## src/rtl/div_if.sv

```systemverilog
// Request/response bundle between the execute stage (master) and the
// 32-bit restoring divider (slave).
interface div_if;
  logic        signed_div_i;
  logic [31:0] opdata1_i;
  logic [31:0] opdata2_i;
  logic        start_i;
  logic        annul_i;
  logic [63:0] result_o;
  logic        ready_o;

  modport master (
    output signed_div_i, opdata1_i, opdata2_i, start_i, annul_i,
    input  result_o, ready_o
  );

  modport slave (
    input  signed_div_i, opdata1_i, opdata2_i, start_i, annul_i,
    output result_o, ready_o
  );
endinterface

```

## src/rtl/div.sv

```systemverilog
// 32-bit signed/unsigned restoring divider, one quotient bit per cycle.
// Optional feature: define DIV_ANNUL_EN to let annul_i abort a division.
module div (
  input  logic clk,
  input  logic rst,
  div_if.slave bus
);

  typedef enum logic [1:0] {FREE, BYZERO, ON, END} state_t;

  state_t      state_reg;
  logic [5:0]  cnt_reg;
  logic [64:0] work_reg;
  logic [31:0] divisor_reg;
  logic        neg1_reg;
  logic        neg2_reg;
  logic [63:0] result_reg;
  logic        ready_reg;

  logic        annul_act;
  logic [32:0] diff;
  logic [31:0] mag1;
  logic [31:0] mag2;
  logic [31:0] quot_fix;
  logic [31:0] rem_fix;

`ifdef DIV_ANNUL_EN
  assign annul_act = bus.annul_i;
`else
  assign annul_act = bus.annul_i & 1'b0;
`endif

  always_comb begin
    diff = {1'b0, work_reg[63:32]} - {1'b0, divisor_reg};
    mag1 = (bus.signed_div_i && bus.opdata1_i[31]) ? (~bus.opdata1_i + 32'd1) : bus.opdata1_i;
    mag2 = (bus.signed_div_i && bus.opdata2_i[31]) ? (~bus.opdata2_i + 32'd1) : bus.opdata2_i;
    // Quotient is negative when signs differ; remainder follows the dividend.
    quot_fix = (neg1_reg ^ neg2_reg) ? (~work_reg[31:0] + 32'd1) : work_reg[31:0];
    rem_fix  = neg1_reg ? (~work_reg[64:33] + 32'd1) : work_reg[64:33];
  end

  always_ff @(posedge clk or negedge rst) begin
    if (!rst) begin
      state_reg   <= FREE;
      cnt_reg     <= 6'd0;
      work_reg    <= 65'd0;
      divisor_reg <= 32'd0;
      neg1_reg    <= 1'b0;
      neg2_reg    <= 1'b0;
      result_reg  <= 64'd0;
      ready_reg   <= 1'b0;
    end else begin
      case (state_reg)
        FREE: begin
          if (bus.start_i && !annul_act) begin
            if (bus.opdata2_i == 32'd0) begin
              state_reg <= BYZERO;
            end else begin
              state_reg   <= ON;
              cnt_reg     <= 6'd0;
              work_reg    <= {32'd0, mag1, 1'b0};
              divisor_reg <= mag2;
              neg1_reg    <= bus.signed_div_i & bus.opdata1_i[31];
              neg2_reg    <= bus.signed_div_i & bus.opdata2_i[31];
            end
          end
        end
        BYZERO: begin
          if (annul_act) begin
            state_reg <= FREE;
          end else begin
            state_reg  <= END;
            result_reg <= 64'd0;
            ready_reg  <= 1'b1;
          end
        end
        ON: begin
          if (annul_act) begin
            state_reg <= FREE;
            cnt_reg   <= 6'd0;
          end else if (!cnt_reg[5]) begin
            if (diff[32]) begin
              work_reg <= work_reg << 1;
            end else begin
              work_reg <= {diff[31:0], work_reg[31:0], 1'b1};
            end
            cnt_reg <= cnt_reg + 6'd1;
          end else begin
            state_reg  <= END;
            result_reg <= {rem_fix, quot_fix};
            ready_reg  <= 1'b1;
            cnt_reg    <= 6'd0;
          end
        end
        END: begin
          if (!bus.start_i) begin
            state_reg  <= FREE;
            result_reg <= 64'd0;
            ready_reg  <= 1'b0;
          end
        end
        default: state_reg <= FREE;
      endcase
    end
  end

  assign bus.result_o = result_reg;
  assign bus.ready_o  = ready_reg;

endmodule

```

## src/flat_wrapper.sv

```systemverilog
// flat-port wrapper written by rule: the top's interface ports become plain ports
module div_flat 
  (clk, rst, bus_signed_div_i, bus_opdata1_i, bus_opdata2_i, bus_start_i, bus_annul_i, bus_result_o, bus_ready_o);
  div_if bus_i ();
  input  logic clk;
  input  logic rst;
  input wire logic [$bits(bus_i.signed_div_i)-1:0] bus_signed_div_i;
  input wire logic [$bits(bus_i.opdata1_i)-1:0] bus_opdata1_i;
  input wire logic [$bits(bus_i.opdata2_i)-1:0] bus_opdata2_i;
  input wire logic [$bits(bus_i.start_i)-1:0] bus_start_i;
  input wire logic [$bits(bus_i.annul_i)-1:0] bus_annul_i;
  output wire logic [$bits(bus_i.result_o)-1:0] bus_result_o;
  output wire logic [$bits(bus_i.ready_o)-1:0] bus_ready_o;
  assign bus_i.signed_div_i = bus_signed_div_i;
  assign bus_i.opdata1_i = bus_opdata1_i;
  assign bus_i.opdata2_i = bus_opdata2_i;
  assign bus_i.start_i = bus_start_i;
  assign bus_i.annul_i = bus_annul_i;
  assign bus_result_o = bus_i.result_o;
  assign bus_ready_o = bus_i.ready_o;
  div u_core (.clk(clk), .rst(rst), .bus(bus_i));
endmodule
```

## config.mk

```make
export PLATFORM = sky130hd
export DESIGN_NAME = div_flat
export DESIGN_NICKNAME = d
export VERILOG_FILES = /design/src/rtl/div_if.sv /design/src/rtl/div.sv /design/src/flat_wrapper.sv
export SDC_FILE = /design/constraint.sdc
export NUM_CORES = 1
export LEC_CHECK = 0
export BUFFER_PORTS_ARGS = -buffer_cell sky130_fd_sc_hd__buf_2
export CAP_MARGIN = 20
export CORE_MARGIN = 1
export CORE_UTILIZATION = 54
export DETAILED_ROUTE_END_ITERATION = 8
export PLACE_DENSITY = 0.78
export SLEW_MARGIN = 20
export SYNTH_ARGS = -nofsm -noshare
export SYNTH_HDL_FRONTEND = slang
export SYNTH_SLANG_ARGS = --single-unit
```

## constraint.sdc

```tcl
create_clock -name clk -period 3 [get_ports clk]
set_input_delay 0.6 -clock clk [delete_from_list [all_inputs] [get_ports clk]]
set_output_delay 0.6 -clock clk [all_outputs]
set_load 0.1 [all_outputs]
```

* After elaboration in Yosys (flattened, before gate mapping)
Cells that the tools add are included.
** Storage, ports and cells
- Memories kept :: 0
- ROM bits :: 0
- Register bits :: 172
- Word-level logic and storage cells :: 65
- Output and inout port bits :: 65
- RAM bits :: 0
- Input port bits :: 69
- Latch bits :: 0
** Cells by class
- Equality and inequality tests :: 8
- Add/sub/neg operators :: 6
- Multiplexer cells :: 24
- Div/mod/pow operators :: 0
- Shift-type cells :: 0
- Multiply operators :: 0
- Reductions and logical operators :: 11
- $lt $le $gt $ge :: 0
- Bitwise operators :: 8
** Operators by type and width (count)
- $mux W65 :: 4
- $pmux W64 S3 :: 1
- $pmux W65 S2 :: 1
- $add A32 B1 Y32 const B :: 4
- $mux W32 :: 4
- $mux W64 :: 2
- $not A32 Y32 :: 4
- $sub A32 B32 Y33 :: 1
- $logic_not A32 Y1 :: 1
- $mux W6 :: 3
- $pmux W6 S2 :: 1
- $reduce_and A3 Y1 :: 4
- $mux W2 :: 4
- $ne A2 B2 Y1 const B :: 4
- $pmux W2 S4 :: 1
- $add A6 B1 Y6 const B :: 1
- $eq A2 B2 Y1 const B :: 2
- $reduce_and A4 Y1 :: 1
- $pmux W1 S3 :: 1
- $reduce_bool A3 Y1 :: 1
- $and A1 B1 Y1 :: 2
- $eq A2 B1 Y1 const B :: 1
- $logic_and A1 B1 Y1 :: 2
- $logic_not A2 Y1 :: 1
- 5 further kinds :: 6

* Logic depth before layout (Yosys ltp)
- Depth after elaboration :: 6
- Depth in mapped cells :: 13
- Gate-level depth less buffers :: 11

* Least setup slack after synthesis
Ideal clock, no wire load.
- Path type :: reg-to-reg
- Start point :: register u_core.work_reg[45]
- End point :: register u_core.work_reg[50]
- Library setup time :: 116 ps
- Arrival :: 2658 ps
- Clock period less this slack :: 2774 ps
- Data required time :: 2884 ps
- Stages on the path, launching flop included :: 13
- Buffers on the path :: 3
- Path slack :: 226 ps
- Cell sequence :: dfrtp_1 -> ha_1 -> clkbuf_1 -> a21oi_1 -> a21oi_1 -> or2_1 -> a41o_1 -> a41o_1 -> o41ai_4 -> buf_4 -> buf_6 -> nand3_1 -> o311ai_0
** On the way
- Word-level cells in the longest chain between the ends :: 4
** RTL lines
- from (decl) :: RTL line div.sv:13 : logic [64:0] work_reg;
- from (signal assigned) :: RTL line div.sv:61 : work_reg <= {32'd0, mag1, 1'b0};
- from (signal assigned) :: RTL line div.sv:83 : work_reg <= work_reg << 1;
- from (signal assigned) :: RTL line div.sv:85 : work_reg <= {diff[31:0], work_reg[31:0], 1'b1};
- $sub A32 B32 Y33 :: RTL line div.sv:34 : diff = {1'b0, work_reg[63:32]} - {1'b0, divisor_reg};
- $mux W65 :: RTL line div.sv:82 : if (diff[32]) begin
- $mux W65 :: RTL line div.sv:81 : end else if (!cnt_reg[5]) begin
- $pmux W65 S2 :: RTL line div.sv:53 : case (state_reg)
Every way passes these cells. The select of a mux whose other input is x is not followed.
A chain may end at the register's enable or synchronous reset.

* Worst setup path in the final report
- Start point :: register u_core.divisor_reg[5]
- End point :: register u_core.work_reg[47]
** On the way
- Word-level cells in the longest chain between the ends :: 4
** RTL lines
- from (decl) :: RTL line div.sv:14 : logic [31:0] divisor_reg;
- from (signal assigned) :: RTL line div.sv:62 : divisor_reg <= mag2;
- $sub A32 B32 Y33 :: RTL line div.sv:34
- $mux W65 :: RTL line div.sv:82
- $mux W65 :: RTL line div.sv:81
- $pmux W65 S2 :: RTL line div.sv:53
Every way passes these cells. The select of a mux whose other input is x is not followed.

==> run summary <==
Post-Synthesis Cell Area = 11550 um^2
Via Count = 10727
status = complete, but fails checks
hpwl dp = 22460 um
register area share after synthesis = 37.26%
RR Endpoint = u_core.work_reg[47]
largest net degree at the start of global routing = 75
#FFs+latches synth = 172
Final Power = 15.94 mW
vias in the first global route = 9697
initial antenna violation count = 0
Clock Tree Buf Depth = 2
Netlist cell types = 67
Initial DRC Count = 859
Final Non-Filler Cells = 1858
clock-pin slew on the worst setup and hold paths = 70 ps
core footprint = 21020 um^2
RR Startpoint = u_core.divisor_reg[5]
Worst setup SP type = flip-flop
Cells after Synth = 1394
worst hold slack = 161.8 ps
port bufs = 132
CP Capture Type = flip-flop
gpl congestion = 0.9303
Routed WL = 30150 um
CP Class = reg2reg
R2R cell count = 12
first-pass GRT wire length = 48640 um
row count = 53
largest cells by area after synthesis = dfrtp_1, o21ai_0, nand2_1
Final nets = 1681
share of flip-flops with an asynchronous set or reset = 100.0%
Final Setup Violations = 2
final hold vios = 0
PwrDens = 1159 nW/um^2
worst skew pair latency = 440 ps
Ys Warns = 0
Final Util = 65.44%
Global Route Usage Sum = 27.75%
EDFF count, synth = 0
fillers = 1703
reg-to-reg slack, setup = -10 ps
worst-margin pin slew = 805.0 ps
Initial Utilization = 54.96%
pre-CTS WS = -66.75 ps
footprint of the multi-input gates = 6715 um^2
drt drc = 3
Post-DRT Antenna Nets = 0
synth-to-layout area growth = 19.07%
hold buffer count at CTS = 0
Die Height = 148.3 um
Avg WL per Cell = 16.23 um
Arrival @ worst endpoint = 3330 ps
CTS Buf Count = 17
Worst Hold Class = in2async
CP max FO = 12
min setup slack post-route = -9.867 ps
post-synth top area cell = dfrtp_1
post-synth top area share = 37.26%
Antenna Cells = 0
Tmin final = 3010 ps
Max IR drop VDD = 0.5628 mV
Largest register FFs = 65
H-tree Lvls = 4
fin. max-slew vios = 0
Die ar. = 21980 um^2
Max Fclk = 332.2 MHz
syn_nets = 1505
CTS tree = done
unrepaired setup endpoints after global routing = true
failing checks = design-rule violations, negative setup slack
Die X = 148.3 um
Slew Limit Headroom = 46.21%
Syn Area/Cell = 8.287 um^2
most used flip-flop cell after synthesis = dfrtp_1
Final Skew = 11.53 ps
clock root buffer = clkbuf_16
router iterations before antenna repair = 7
CTS Sinks = 172
Req. time, crit path = 3320 ps
IO Pins = 134
Tcrit/Tclk final = 100.3%
layout cells sized above 1 = 18.95%
GRT overflow = 0
Max-Cap Viols = 0
register area = 4304 um^2
Leak Pwr = 6.510 nW
Cells after DPL = 1820
Via density = 5.773
[power breakdown]
part | leakage, nW | total [mW] | internal [mW] | switching [mW]
Sequential | 2.24 | 3.88 | 3.16 | 0.726
Combinational | 3.98 | 9.88 | 3.20 | 6.68
Clock | 0.284 | 2.18 | 1.13 | 1.05
[layout make-up]
class,count,area share (%)
Clock inverter,14,1.028
Timing Repair Buffer,236,11.64
Sequential cell,172,31.29
Clock buffer,18,3.193
Tap cell,275,2.501
Multi-Input combinational cell,1087,48.82
Inverter,56,1.528
[worst max-delay path by stage]
stage / from / end / slack, ps / depth (start not counted)
after floorplan: u_core.work_reg[45] / u_core.work_reg[50] / 230 / 12
after global placement: u_core.work_reg[32] / u_core.work_reg[57] / -20 / 12
after detailed placement: u_core.work_reg[32] / u_core.work_reg[48] / -70 / 13
after CTS: u_core.work_reg[32] / u_core.work_reg[48] / 7 / 13
after global routing: u_core.work_reg[32] / u_core.work_reg[49] / -120 / 13
final: u_core.divisor_reg[5] / u_core.work_reg[47] / -10 / 12
[cell families after synthesis]
logic type / count (synthesis) / synth area share (%)
compound gates: 429 / 22.27
buf+inv: 135 / 5.058
fa+ha+maj: 42 / 4.614
mux: 21 / 1.863
flops: 172 / 37.26
simple gates: 458 / 18.55
xor+xnor: 137 / 10.39
[cell usage after synthesis, types with 24 or more instances]
cell type,n
a21oi_1,117
clkbuf_1,58
dfrtp_1,172
ha_1,41
inv_1,56
nand2_1,201
nand3_1,31
nor2_1,102
o21ai_0,158
o21ai_1,24
xnor2_1,72
xor2_1,65
[cell usage in the layout, fill, tap and decap left out, types with 8 or more instances in the layout]
master and instances:
a21o_1 13, a21oi_1 117, a31oi_1 15, a32oi_1 8, and2_1 8, and3_1 8
buf_12 9, buf_2 131, buf_4 92, clkbuf_16 18, dfrtp_1 172, ha_1 40
inv_1 54, mux2i_1 16, nand2_1 200, nand2b_1 11, nand3_1 31, nor2_1 102
nor3_1 18, nor4_1 13, o21a_1 8, o21ai_0 156, o21ai_1 26, o311ai_0 8
o31ai_1 23, or3_1 19, xnor2_1 72, xor2_1 65
[through the flow]
stage	TNS, ps	instance area, um^2
finish	-16.87	13760
global route	-1164	13760
CTS	0	13700
detailed placement	-303.3	13060
global placement	-38.11	13060
floorplan	0	11550
[metal layers]
metal / wire (um) / global-route usage (%)
met3: 2189 / 4.417
met5: 0 / 0
met1: 14590 / 41.36
met4: 351 / 7.268
met2: 13020 / 41.69
[worst max-delay path, cell delays in order, from the launching register on]
cell	delay [ps]
dfrtp_1	360
inv_1	100
ha_1	290
a211oi_1	240
o21ai_0	210
a211oi_4	280
o211ai_1	180
a41o_1	290
o41ai_4	290
buf_12	200
buf_4	140
mux2i_1	200
o21ai_1	80
[timing repair]
action                                  in CTS  in global routing
pin swaps                                    1                  0
gates cloned                                 1                  1
endpoints found under the setup margin      16                 34
gates resized for setup                      7                 10
buffers inserted                             2                  2
Note: power is estimated with default switching activity, not from simulation.
